`src/rtl/arvi_fetch_pkg.sv`:
```
// Shared types for the instruction-fetch front end.
//   fetch_entry_t : one queue entry handed to decode {pc, inst, ex}
//   fetch_state_t : fetch request FSM state
//   FETCH_XLEN    : width of the pc/inst fields carried in a queue entry
// `PC_RESET supplies the default reset fetch address when the build does not set it.
`ifndef PC_RESET
`define PC_RESET 32'h0000_0000
`endif

package arvi_fetch_pkg;

  localparam int FETCH_XLEN = 32;

  typedef struct packed {
    logic [FETCH_XLEN-1:0] pc;
    logic [FETCH_XLEN-1:0] inst;
    logic                  ex;
  } fetch_entry_t;

  typedef enum logic {F_IDLE, F_REQ} fetch_state_t;

endpackage

```
`src/rtl/sync_fifo.sv`:
```
// Synchronous FIFO with a registered head output.
//   clk, rst       : clock, synchronous active-high reset
//   push/push_data : enqueue (accepted when not full, or full with a pop)
//   pop            : dequeue head (ignored when empty)
//   flush          : clear all entries; wins over push and pop
//   head           : current head entry; holds its last value when empty
//   full/empty/count
module sync_fifo #(
  parameter type T     = logic,
  parameter int  DEPTH = 4
) (
  input  logic                       clk,
  input  logic                       rst,
  input  logic                       push,
  input  T                           push_data,
  input  logic                       pop,
  input  logic                       flush,
  output T                           head,
  output logic                       full,
  output logic                       empty,
  output logic [$clog2(DEPTH+1)-1:0] count
);

  localparam int AW = $clog2(DEPTH);
  localparam int CW = $clog2(DEPTH+1);

  T              mem_q [DEPTH];
  T              head_q, head_d;
  logic [AW-1:0] rd_q, rd_d, wr_q, wr_d;
  logic [CW-1:0] cnt_q, cnt_d;
  logic          do_push, do_pop;

  always_comb begin
    do_pop  = pop && (cnt_q != '0) && !flush;
    do_push = push && ((cnt_q != CW'(DEPTH)) || do_pop) && !flush;
    rd_d    = rd_q + AW'(do_pop);
    wr_d    = wr_q + AW'(do_push);
    cnt_d   = cnt_q + CW'(do_push) - CW'(do_pop);
    head_d  = head_q;
    if (flush) begin
      rd_d  = '0;
      wr_d  = '0;
      cnt_d = '0;
    end else if ((cnt_q - CW'(do_pop)) == '0) begin
      // Nothing left behind the pop: the new head (if any) is the incoming word.
      if (do_push) head_d = push_data;
    end else begin
      head_d = mem_q[rd_d];
    end
  end

  always_ff @(posedge clk) begin
    if (do_push) mem_q[wr_q] <= push_data;
  end

  always_ff @(posedge clk) begin
    if (rst) begin
      rd_q   <= '0;
      wr_q   <= '0;
      cnt_q  <= '0;
      head_q <= '0;
    end else begin
      rd_q   <= rd_d;
      wr_q   <= wr_d;
      cnt_q  <= cnt_d;
      head_q <= head_d;
    end
  end

  assign head  = head_q;
  assign full  = (cnt_q == CW'(DEPTH));
  assign empty = (cnt_q == '0);
  assign count = cnt_q;

endmodule

```
`src/rtl/fetch_unit.sv`:
```
// Instruction-fetch front end: owns the fetch PC, prefetches over the
// req/ready memory port into a DEPTH-entry queue, and presents the queue
// head to decode with a valid/ready handshake. Redirects flush and restart.
//   i_clk, i_rst              : clock, synchronous active-high reset
//   o_DataReq, o_IM_Addr      : fetch request / address (held until i_MemReady)
//   i_MemReady, i_IM_Instr    : request completion and fetched word
//   i_redirect, i_redirect_pc : flush and restart fetch at a new PC
//   o_valid, o_pc, o_inst,
//   o_ex_inst_addr, i_ready   : decode-side head entry and handshake
module fetch_unit
  import arvi_fetch_pkg::*;
#(
  parameter int              XLEN     = FETCH_XLEN,
  parameter logic [XLEN-1:0] PC_RESET = `PC_RESET,
  parameter int              DEPTH    = 4
) (
  input  logic            i_clk,
  input  logic            i_rst,
  output logic            o_DataReq,
  output logic [XLEN-1:0] o_IM_Addr,
  input  logic            i_MemReady,
  input  logic [XLEN-1:0] i_IM_Instr,
  input  logic            i_redirect,
  input  logic [XLEN-1:0] i_redirect_pc,
  output logic            o_valid,
  output logic [XLEN-1:0] o_pc,
  output logic [XLEN-1:0] o_inst,
  output logic            o_ex_inst_addr,
  input  logic            i_ready
);

  localparam int            CW      = $clog2(DEPTH+1);
  localparam logic [CW:0]   DEPTH_C = (CW+1)'(DEPTH);

  fetch_state_t    state_q, state_d;
  logic [XLEN-1:0] fetch_pc_q, fetch_pc_d;
  logic [XLEN-1:0] req_addr_q, req_addr_d;   // address of the request on the bus
  logic            stale_q, stale_d;         // in-flight request predates a redirect
  logic            mis_q, mis_d;             // misaligned-target entry still to enqueue
  logic            halt_q, halt_d;           // fetching stopped until next redirect

  logic            push, pop, flush, mem_done, misaligned;
  logic            fifo_full, fifo_empty;
  fetch_entry_t    push_data, head;
  logic [CW-1:0]   count;
  logic [CW:0]     cnt_nxt;

  sync_fifo #(.T(fetch_entry_t), .DEPTH(DEPTH)) u_fifo (
    .clk       (i_clk),
    .rst       (i_rst),
    .push      (push),
    .push_data (push_data),
    .pop       (pop),
    .flush     (flush),
    .head      (head),
    .full      (fifo_full),
    .empty     (fifo_empty),
    .count     (count)
  );

  always_comb begin
    state_d    = state_q;
    fetch_pc_d = fetch_pc_q;
    req_addr_d = req_addr_q;
    stale_d    = stale_q;
    mis_d      = mis_q;
    halt_d     = halt_q;
    flush      = i_redirect;
    pop        = !fifo_empty && i_ready && !i_redirect;
    push       = 1'b0;
    push_data  = '0;
    mem_done   = (state_q == F_REQ) && i_MemReady;
    misaligned = (i_redirect_pc[1:0] != 2'b00);

    if (mem_done) begin
      stale_d = 1'b0;
      if (!stale_q) begin
        push       = !fifo_full || pop;
        push_data  = '{pc: fetch_pc_q, inst: i_IM_Instr, ex: 1'b0};
        fetch_pc_d = fetch_pc_q + XLEN'(4);
      end
    end

    // Exception entry waits until the flushed queue is drained of stale traffic.
    if (mis_q && !stale_q && fifo_empty && state_q == F_IDLE) begin
      push      = 1'b1;
      push_data = '{pc: fetch_pc_q, inst: '0, ex: 1'b1};
      mis_d     = 1'b0;
    end

    // Occupancy after this edge; a new request only issues into a free slot.
    cnt_nxt = {1'b0, count} + (CW+1)'(push) - (CW+1)'(pop);

    case (state_q)
      F_IDLE: begin
        if (!halt_q && cnt_nxt < DEPTH_C) begin
          state_d    = F_REQ;
          req_addr_d = fetch_pc_q;
        end
      end
      F_REQ: begin
        if (i_MemReady) begin
          if (!halt_q && cnt_nxt < DEPTH_C) req_addr_d = fetch_pc_d;
          else                              state_d    = F_IDLE;
        end
      end
      default: state_d = F_IDLE;
    endcase

    if (i_redirect) begin
      fetch_pc_d = i_redirect_pc;
      mis_d      = misaligned;
      halt_d     = misaligned;
      if (state_q == F_REQ && !i_MemReady) begin
        // Keep the bus request alive; its data is dropped on completion.
        stale_d    = 1'b1;
        state_d    = F_REQ;
        req_addr_d = req_addr_q;
      end else begin
        stale_d = 1'b0;
        if (misaligned) begin
          state_d    = F_IDLE;
          req_addr_d = req_addr_q;
        end else begin
          state_d    = F_REQ;
          req_addr_d = i_redirect_pc;
        end
      end
    end
  end

  always_ff @(posedge i_clk) begin
    if (i_rst) begin
      state_q    <= F_IDLE;
      fetch_pc_q <= PC_RESET;
      req_addr_q <= PC_RESET;
      stale_q    <= 1'b0;
      mis_q      <= 1'b0;
      halt_q     <= 1'b0;
    end else begin
      state_q    <= state_d;
      fetch_pc_q <= fetch_pc_d;
      req_addr_q <= req_addr_d;
      stale_q    <= stale_d;
      mis_q      <= mis_d;
      halt_q     <= halt_d;
    end
  end

  assign o_DataReq      = (state_q == F_REQ);
  assign o_IM_Addr      = req_addr_q;
  assign o_valid        = !fifo_empty;
  assign o_pc           = head.pc;
  assign o_inst         = head.inst;
  assign o_ex_inst_addr = head.ex;

endmodule
```
`config.mk`:
```
export PLATFORM = sky130hd
export DESIGN_NAME = fetch_unit
export DESIGN_NICKNAME = d
export VERILOG_FILES = /design/src/rtl/arvi_fetch_pkg.sv /design/src/rtl/sync_fifo.sv /design/src/rtl/fetch_unit.sv
export SDC_FILE = /design/constraint.sdc
export NUM_CORES = 1
export LEC_CHECK = 0
export BUFFER_PORTS_ARGS = -buffer_cell sky130_fd_sc_hd__buf_2
export CAP_MARGIN = 40
export CORE_MARGIN = 1.5
export CORE_UTILIZATION = 40
export CTS_BUF_LIST = sky130_fd_sc_hd__clkbuf_4 sky130_fd_sc_hd__clkbuf_8
export DETAILED_ROUTE_END_ITERATION = 16
export PLACE_DENSITY_LB_ADDON = 0.08
export SETUP_SLACK_MARGIN = 0.2
export SYNTH_ARGS = -nofsm -noshare
export SYNTH_HDL_FRONTEND = slang
export SYNTH_HIERARCHICAL = 1
export SYNTH_SLANG_ARGS = --single-unit
```
`constraint.sdc`:
```
create_clock -name i_clk -period 12 [get_ports i_clk]
set_input_delay 3 -clock i_clk [delete_from_list [all_inputs] [get_ports i_clk]]
set_output_delay 3 -clock i_clk [all_outputs]
set_load 0.01 [all_outputs]
```
# Word-level counts from Yosys, hierarchy flattened
# Memories as Yosys holds them, arrays and structs flattened.
# Cells that the tools add are included.
[word_totals]
n_memories = 1
wordCells = 92
ram_bits = 260
regBits = 140
in_bits = 69
[classes]
mux = 31
bitwise = 2
addsub = 8
order_cmp = 1
eq_ne = 8
reduce_logical = 29
[mem_list]
columns = ["name", "depth", "word_bits", "read_ports", "rd_ports_with_merged_regs", "write_ports", "line", "rtl"]
rows = [
  ["u_fifo.mem_q", 4, 65, 1, 0, 1, "sync_fifo.sv:27", "T mem_q [DEPTH];"],
]
[ops]
columns = ["cell", "n"]
rows = [
  ["$mux 65", 5],
  ["$mux 32", 9],
  ["$pmux 32 s2", 1],
  ["$add 32x3->32 const B", 1],
  ["$mux 1", 15],
  ["$logic_and 1x1->1", 12],
  ["$logic_not 1->1", 6],
  ["$logic_not 3->1", 2],
  ["$ne 3x2->1 const B", 2],
  ["$ne 3x3->1 const B", 2],
  ["$reduce_bool 2->1", 3],
  ["$sub 3x1->3", 2],
  ["$reduce_and 5->1", 1],
  ["$add 2x1->2", 2],
  ["$add 3x1->4", 1],
  ["$lt 4x3->1 const B", 1],
  ["$ne 2x2->1 const B", 2],
  ["$sub 4x1->4", 1],
  ["$add 3x1->3", 1],
  ["$eq 3x3->1 const B", 1],
  ["$reduce_bool 3->1", 1],
  ["$logic_or 1x1->1", 2],
  ["$ne 2x1->1 const B", 1],
  ["$not 1->1", 2],
  ["3 further kinds", 3],
]

# Longest topological paths before layout
# Gate-level depths: netlist of the first run.
[depth]
word_depth = 16
depth_mapped = 17

# By module
# The synthesis of the first run kept the hierarchy.
[by_module_without_submodules]
columns = ["module", "instances", "area_each_um2", "seq_area_each_um2", "cells_each"]
rows = [
  ["sync_fifo", 1, 12982.5, 9248.9, 753],
  ["fetch_unit", 1, 3987.6, 1361.3, 474],
]

# Worst setup path before layout of the first run
# No wires, ideal clock.
[synth_timing]
path_type = "input-to-reg"
startpoint = "in i_MemReady"
endpoint = "mem u_fifo/mem_q[2][0] in the netlist's numbering, enable pin"
slack_ns = 2.320
n_path_buf = 2
t_arrival_ns = 9.098
required_ns = 11.418
cell_stages = 9
cell_sequence = "nand2_1 > a21oi_1 > clkbuf_1 > o21a_1 > nand2b_1 > a21oi_2 > clkbuf_1 > inv_1 > nor3b_1"
[synth_between]
elab_chain_cells = 7
[synth_rtl]
columns = ["item", "line", "rtl"]
rows = [
  ["start: declaration", "fetch_unit.sv:21", "input logic i_MemReady,"],
  ["$logic_and 1x1->1", "fetch_unit.sv:72", "mem_done = (state_q == F_REQ) && i_MemReady;"],
  ["$mux 1", "fetch_unit.sv:75", "if (mem_done) begin"],
  ["$mux 1", "fetch_unit.sv:85", "if (mis_q && !stale_q && fifo_empty && state_q == F_IDLE) begin"],
  ["named net push", "fetch_unit.sv:42", "logic push, pop, flush, mem_done, misaligned;"],
  ["$logic_and 1x1->1 (2 in series)", "sync_fifo.sv:35", "do_push = push && ((cnt_q != CW'(DEPTH)) || do_pop) && !flush;"],
  ["$mux 1", "sync_fifo.sv:53", "if (do_push) mem_q[wr_q] <= push_data;"],
  ["$mux 1 (not written as such)", "sync_fifo.sv:53", ""],
  ["end: declaration", "sync_fifo.sv:27", ""],
]
# The timed path passes the listed nets, and every way through them passes these cells.

# Worst setup path in the final report of the first run
[layout_timing]
startpoint = "in i_redirect"
endpoint = "reg u_fifo.head_q (netlist bit u_fifo/head[36])"
[layout_between]
elab_chain_cells = 10
elab_cells_between_ends = 19
cone_classes = "add/sub (2); eq/ne (1); mux (4); bitwise (1); reduce/logical (10); memory (1)"
[layout_rtl]
columns = ["item", "line", "rtl"]
rows = [
  ["start: declaration", "fetch_unit.sv:23", "input logic i_redirect,"],
  ["$logic_not 1->1 (*)", "fetch_unit.sv:69", "pop = !fifo_empty && i_ready && !i_redirect;"],
  ["$logic_and 1x1->1 (*)", "fetch_unit.sv:69", ""],
  ["named net pop", "fetch_unit.sv:42", ""],
  ["branches (longest 8 deep; another with $sub 3x1->3)", "-", ""],
  ["end signal: assignment", "sync_fifo.sv:61", "head_q <= '0;"],
  ["end signal: assignment", "sync_fifo.sv:66", "head_q <= head_d;"],
  ["end: declaration", "sync_fifo.sv:28", "T head_q, head_d;"],
]
# Mark *: on every way through the listed nets, which the timed path passes.
# A chain may end at the register's enable or synchronous reset.

==> results.py, run 1 <==
metrics = {
    "status": {
        "status": "finished clean",
    },
    "timing": {
        "slew_violations": 0,
        "fin_crit_sh": 0.521,
        "worst_pin_slew_ps": 878,
        "fmax_mhz": 160,
        "fin_crit_ps": 6250,
        "final-setup-viol-count": 0,
        "hold_ws_ps": 508,
        "slew-limit-headroom": 0.415,
        "setup_tns_ps": 0,
        "hold_viol_final": 0,
        "clock_skew_ps": 21.1,
        "rsz0062_at_grt": "no",
    },
    "synthesis": {
        "netlist_instances": 1227,
        "synthesis.yosys.warnings": 6,
        "seq_area_frac_synth": 0.625,
        "synth-seq-cells": 400,
        "ys_types": 63,
        "synth_nets": 1307,
        "avgSynthCellArea_um2": 13.8,
        "synthArstFlopShare": 0,
        "synth-edff-count": 260,
        "syn-cell-area_um2": 17000,
        "synthFlopType": "edfxtp_1",
    },
    "clock_network": {
        "clkLatencyLatePin_ps": 600,
        "htreeDepth": 3,
        "root_buffer": "clkbuf_8",
        "cts.path.max_buffers": 3,
        "clk_pin_slew_ps": 50,
        "cts_resized": 0,
        "hold_buffers": 0,
        "cts_tree": "yes",
        "cts_setup_buffers": 0,
        "cts_buffers": 71,
        "cts.sinks": 400,
    },
    "power": {
        "ir_worst_vdd_mv": 0.0641,
        "p_leak_nw": 6.79,
        "powerDensity_nw_per_um2": 156,
    },
    "floorplan": {
        "num_rows": 75,
        "dieArea_um2": 43700,
        "ios": 168,
        "dieWidth_um": 209,
        "fp.coreArea_um2": 41900,
        "start_util": 0.405,
        "die_h_um": 209,
    },
    "setup_path": {
        "endpoint_kind": "flop",
        "max_stage_delay_ps": 790,
        "critPathKind": "in -> reg",
        "crit_buf_inv": 4,
        "cp-start-kind": "input port",
        "critical_path.max_fanout": 39,
        "required_ps": 12510,
        "arrival_ps": 6760,
        "path_cells": "buf_2 -> or3b_1 -> inv_1 -> inv_1 -> nor3_1 -> ha_1 -> xnor2_1 -> and3_2 -> buf_4 -> nand2_1 -> a311oi_2",
        "crit_path_frequent_cell": "inv_1",
        "crit_family": "simple AND/OR/NAND/NOR gates",
        "slowest_stage": "and3_2",
    },
    "placed_design": {
        "gp_congestion": 0.789,
        "dp_hpwl_um": 26700,
        "io_buffers": 167,
    },
    "run": {
        "max_cap_violations": 0,
    },
    "final_layout": {
        "drive_gt1_frac": 0.319,
        "nFillCells": 3758,
        "utilization": 0.476,
        "syn_to_final_growth_pct": 17.7,
        "final_nets": 1486,
    },
    "detailed_routing": {
        "postRouteAntennaNets": 0,
        "vias_per_cell": 5.46,
        "dr.pass1.iters": 4,
        "drt_iter0_markers": 635,
        "via_count": 10957,
        "wl_per_cell_um": 22.3,
        "drc_errors": 0,
        "wl_um": 44700,
    },
    "global_route": {
        "grt_max_degree": 61,
        "gr-total-overflow": 0,
        "grt_pass1_vias": 11605,
        "antenna_found_initial": 3,
        "grt_pass1_wl_um": 69300,
        "grt_util_all_layers": 0.209,
    },
    "hold_path": {
        "min_path_type": "reg -> reg",
    },
}
-- state kept, by name (all words and copies together), names as in the netlist --
name and cells:
mis_q 1, o_IM_Addr 32, halt_q 1, u_fifo/count 3
o_DataReq 1, fetch_pc_q 32, u_fifo/head 65, u_fifo/mem_q 260
u_fifo/rd_q 2, stale_q 1, u_fifo/wr_q 2
-- layer usage --
metal  vias up  track usage  routed length, um
li1       5068            -                  -
met1      5541        0.281              20500
met2       287        0.337              21100
met3        61       0.0440               2330
met4         0       0.0687                827
met5         -            0                  0
-- synth_stat cells, types with 5 or more instances --
cell | number | area (um^2)
edfxtp_1 | 260 | 7810
nand2_1 | 158 | 593
dfxtp_1 | 140 | 2800
nor3_1 | 80 | 400
and2_1 | 69 | 432
mux4_2 | 65 | 1460
a311oi_2 | 49 | 736
clkbuf_1 | 45 | 169
nor2_1 | 33 | 124
buf_2 | 28 | 140
nor2b_1 | 28 | 175
a311oi_1 | 26 | 228
inv_1 | 23 | 86.3
mux2_2 | 23 | 259
o21ai_0 | 18 | 90.1
and3_1 | 12 | 75.1
nand4_1 | 12 | 75.1
ha_1 | 10 | 125
nand3_1 | 10 | 50.1
nor4_1 | 10 | 62.6
a211oi_1 | 9 | 67.6
and4_1 | 9 | 78.8
mux2i_1 | 8 | 80.1
xnor2_1 | 7 | 61.3
xor2_1 | 7 | 61.3
a21oi_1 | 6 | 30.0
buf_6 | 6 | 67.6
buf_4 | 5 | 37.5
o311ai_0 | 5 | 43.8
o31ai_1 | 5 | 37.5
or4_1 | 5 | 37.5
-- layout make-up --
type / instances / area, um^2 / share of cell area
well taps: 539 / 674 / 0.0338
clock buffers: 112 / 1380 / 0.0690
flip-flops and latches: 400 / 10600 / 0.531
repair buffers: 193 / 1170 / 0.0586
multi-input cells: 715 / 5930 / 0.297
inverters: 25 / 93.8 / 0.00470
diodes: 3 / 7.51 / 0.000376
clock inverters: 18 / 109 / 0.00545
-- cells by family after synthesis --
| logic type | after synthesis | share of synthesized area |
|---|---|---|
| and+or+nand+nor | 446 | 0.134 |
| buffers and inverters | 112 | 0.0306 |
| DFF | 400 | 0.625 |
| muxes | 97 | 0.107 |
| adders and majority gates | 11 | 0.00855 |
| AOI/OAI and AO/OA | 147 | 0.0870 |
| xor gates and xnor gates | 14 | 0.00723 |
-- through the flow --
| step | total power, mW | std cells | area [um^2] | setup WS [ps] |
|---|---|---|---|---|
| after floorplan | 1.74 | 1227 | 17000 | 2320 |
| after global placement | 1.83 | 1864 | 18300 | 4230 |
| after detailed placement | 1.84 | 1872 | 18500 | 5120 |
| after CTS | 3.16 | 2002 | 20000 | 5770 |
| after global routing | 3.25 | 2002 | 20000 | 5560 |
| final | 3.11 | 2005 | 20000 | 5750 |
-- tightest hold or removal path: stages, from the launching register on --
cell,delay [ps]
dfxtp_1,310
o211ai_1,80
a21oi_1,70
-- power breakdown --
part	switching [mW]	leakage [nW]	total, mW	internal (mW)
clock	0.553	0.784	1.30	0.750
combinational	0.153	2.60	0.258	0.105
sequential	0.0369	3.41	1.55	1.51
total	0.743	6.79	3.11	2.37
-- cells in the final DEF (no fill, tap or decap), drive strengths merged, types with 10 or more instances in the layout --
master / Yosys / final
and2: 69 / 69
dfxtp: 140 / 140
o21ai: 19 / 19
nand4: 12 / 12
nand2: 158 / 158
ha: 10 / 10
clkinv: 2 / 16
nor3: 80 / 80
mux2: 24 / 24
a311oi: 75 / 75
edfxtp: 260 / 260
inv: 23 / 24
mux4: 65 / 65
clkbuf: 45 / 112
and3: 12 / 12
nor4: 11 / 11
nor2b: 28 / 28
nor2: 33 / 33
buf: 42 / 193
nand3: 10 / 10
-- final timing paths --
path | startpoint | to | depth (start not counted) | slack, ps
setup / recovery | i_redirect | u_fifo/head[36] | 11 | 5750
hold / removal | mis_q | mis_q | 2 | 510
setup reg to reg | u_fifo/count[1] | u_fifo/mem_q[1][47] | 11 | 7230
hold reg to reg | mis_q | mis_q | 2 | 510
Note: power is estimated with default switching activity, not from simulation.
==> inputs of run 2 (changes only) <==
- ABC_AREA: not set -> 1
- clock period: 12 -> 5.5 ns (I/O delays scaled with it)
==> results.py, run 2 <==
metrics = {
    "global_route": {
        "grt_pass1_vias": 14551,
        "grt_max_degree": 131,
        "grt_util_all_layers": 0.219,
        "use_met3": 0.0416,
        "grt_pass1_wl_um": 81400,
        "use_met2": 0.360,
        "busiest_layer": "met2",
        "gr-total-overflow": 0,
        "met1_usage": 0.286,
        "antenna_found_initial": 1,
    },
    "final_layout": {
        "final_cell_area_um2": 21900,
        "largest_register_ffs": 260,
        "drive_gt1_frac": 0.139,
        "antenna_cells": 0,
        "final_cell_mix": "nand2_1 (833), nor2_1 (409), edfxtp_1 (260)",
        "seqCellArea_um2": 10600,
        "utilization": 0.470,
        "nFillCells": 4539,
        "syn_to_final_growth_pct": 15.6,
        "layout_commonest_cell": "nand2_1",
        "multi_input_area_um2": 6860,
        "largest_register": "u_fifo/mem_q",
        "final_nets": 2562,
    },
    "detailed_routing": {
        "postRouteAntennaNets": 0,
        "drt_iter0_markers": 983,
        "via_count": 15233,
        "drc_errors": 0,
        "dr.pass1.iters": 6,
        "wl_um": 52800,
        "vias_per_cell": 4.84,
        "wl_per_cell_um": 16.8,
    },
    "timing": {
        "fin_crit_sh": 0.686,
        "slew-limit-headroom": 0.457,
        "final-setup-viol-count": 0,
        "slew_violations": 0,
        "clock_skew_ps": 26.5,
        "rsz0062_at_grt": "no",
        "fin_crit_ps": 3770,
        "hold_ws_ps": 467,
        "fmax_mhz": 265,
        "worst_pin_slew_ps": 813,
        "hold_viol_final": 0,
    },
    "floorplan": {
        "start_util": 0.406,
        "die_h_um": 220,
        "dieArea_um2": 48600,
        "fp.coreArea_um2": 46600,
        "dieWidth_um": 220,
        "ios": 168,
        "num_rows": 79,
    },
    "clock_network": {
        "cts_tree": "yes",
        "cts_resized": 0,
        "root_buffer": "clkbuf_8",
        "cts.sinks": 400,
        "cts_setup_buffers": 0,
        "clk_pin_slew_ps": 60,
        "clkLatencyLatePin_ps": 640,
        "cts_buffers": 72,
        "hold_buffers": 0,
        "cts.path.max_buffers": 3,
        "htreeDepth": 3,
    },
    "synthesis": {
        "synthTopCellsByCount": "nand2_1 (839), nor2_1 (409), edfxtp_1 (260), inv_1 (229), dfxtp_1 (140)",
        "avgSynthCellArea_um2": 8.08,
        "synth_most_common_cell": "nand2_1",
        "netlist_instances": 2339,
        "synth-edff-count": 260,
        "synth_nets": 2419,
        "synthFlopType": "edfxtp_1",
        "seq_area_frac_synth": 0.561,
        "synth_area_leaders": "edfxtp_1 (41%), nand2_1 (17%), dfxtp_1 (15%), nor2_1 (8.1%), inv_1 (4.5%)",
        "syn-cell-area_um2": 18900,
        "synthesis.yosys.warnings": 6,
        "synth-seq-cells": 400,
        "yosysTopAreaCell": "edfxtp_1",
        "ys_types": 36,
        "yosys.area.top_type_share": 0.413,
        "synthArstFlopShare": 0,
    },
    "status": {
        "status": "finished clean",
    },
    "setup_path": {
        "required_ps": 6010,
        "path_cells": "nor3_1 -> buf_2 -> nand2_1 -> inv_1 -> nand2_1 -> nand2_1 -> nand2_1 -> inv_1 -> inv_1 -> nor2_1 -> nand2_4 -> buf_4 -> nand2_2 -> buf_4 -> nand2_1 -> nor2_1 -> nor2_1",
        "arrival_ps": 4290,
        "cp-start-kind": "flop",
        "endpoint_kind": "flop",
        "critPathKind": "reg -> reg",
        "critical_path.max_fanout": 39,
        "slowest_stage": "buf_4",
        "crit_path_frequent_cell": "nand2_1",
        "max_stage_delay_ps": 500,
    },
    "power": {
        "p_leak_nw": 9.87,
        "powerDensity_nw_per_um2": 313,
        "ir_worst_vdd_mv": 0.188,
        "finalPower_mw": 6.84,
    },
    "placed_design": {
        "dp_hpwl_um": 30200,
        "dpl-instance-area_um2": 20400,
        "io_buffers": 167,
        "gp_congestion": 0.830,
    },
    "run": {
        "max_cap_violations": 0,
    },
    "hold_path": {
        "min_path_type": "reg -> reg",
    },
}
run 2: cell types whose count changed in the layout (fill, tap and decap cells not counted), moves of 26 or more:
cell      delta
nand3b_1    +59
nor3_1      -76
nor2_1     +377
nor2b_1     -28
and2_1      -69
inv_1      +205
nand2_1    +675
nand4_1     +62
a311oi_2    -49
mux4_2      -65
nand3_1     +62
a21oi_1     +35
a311oi_1    -26
run 2: metrics by stage:
step	TNS, ps	worst slack (ps)	std cells
after floorplan	-440300	-1690	2339
after global placement	0	1340	3006
after detailed placement	0	1360	3015
after CTS	0	1690	3147
after global routing	0	1440	3147
final	0	1730	3147
run 2: metal layers:
| metal | routed length, um | vias to the layer above |
|---|---|---|
| met2 | 24700 | 377 |
| li1 | - | 7672 |
| met4 | 1260 | 2 |
| met5 | 11 | - |
| met1 | 24000 | 7102 |
| met3 | 2840 | 80 |
run 2: worst paths after layout:
| kind | cells past startpoint | to | startpoint | slack (ps) |
|---|---|---|---|---|
| setup reg to reg | 17 | u_fifo/head[55] | u_fifo/count[1] | 1730 |
| setup / recovery | 17 | u_fifo/head[55] | u_fifo/count[1] | 1730 |
| hold reg to reg | 2 | halt_q | halt_q | 470 |
| hold / removal | 2 | halt_q | halt_q | 470 |
run 2: critical path: cells and delay by family (launching register included):
kind / cells / cell delay (ps)
buffers and inverters: 6 / 1290
DFF: 1 / 420
and+or+nand+nor: 11 / 1900
run 2: cell families (layout without fill, tap and decap cells):
family	after synthesis	count (layout)	synth area share
compound gates	62	62	0.0172
xor+xnor	15	15	0.00695
fa+ha+maj	11	11	0.00768
buf+inv	367	568	0.0803
flops	400	400	0.561
mux	6	6	0.00318
simple gates	1478	1478	0.324
run 2: report_power, final:
part / internal (mW) / switching (mW)
Sequential: 3.31 / 0.0656
Combinational: 0.245 / 0.426
Clock: 1.58 / 1.22
Total: 5.13 / 1.71
run 2: area by class of cell:
type / instances / share of cell area
clock buffer: 117 / 0.0630
clock inverter: 15 / 0.00326
inverter: 236 / 0.0406
multi-input combinational: 1572 / 0.314
sequential: 400 / 0.485
tap: 607 / 0.0347
timing repair buffer: 200 / 0.0594
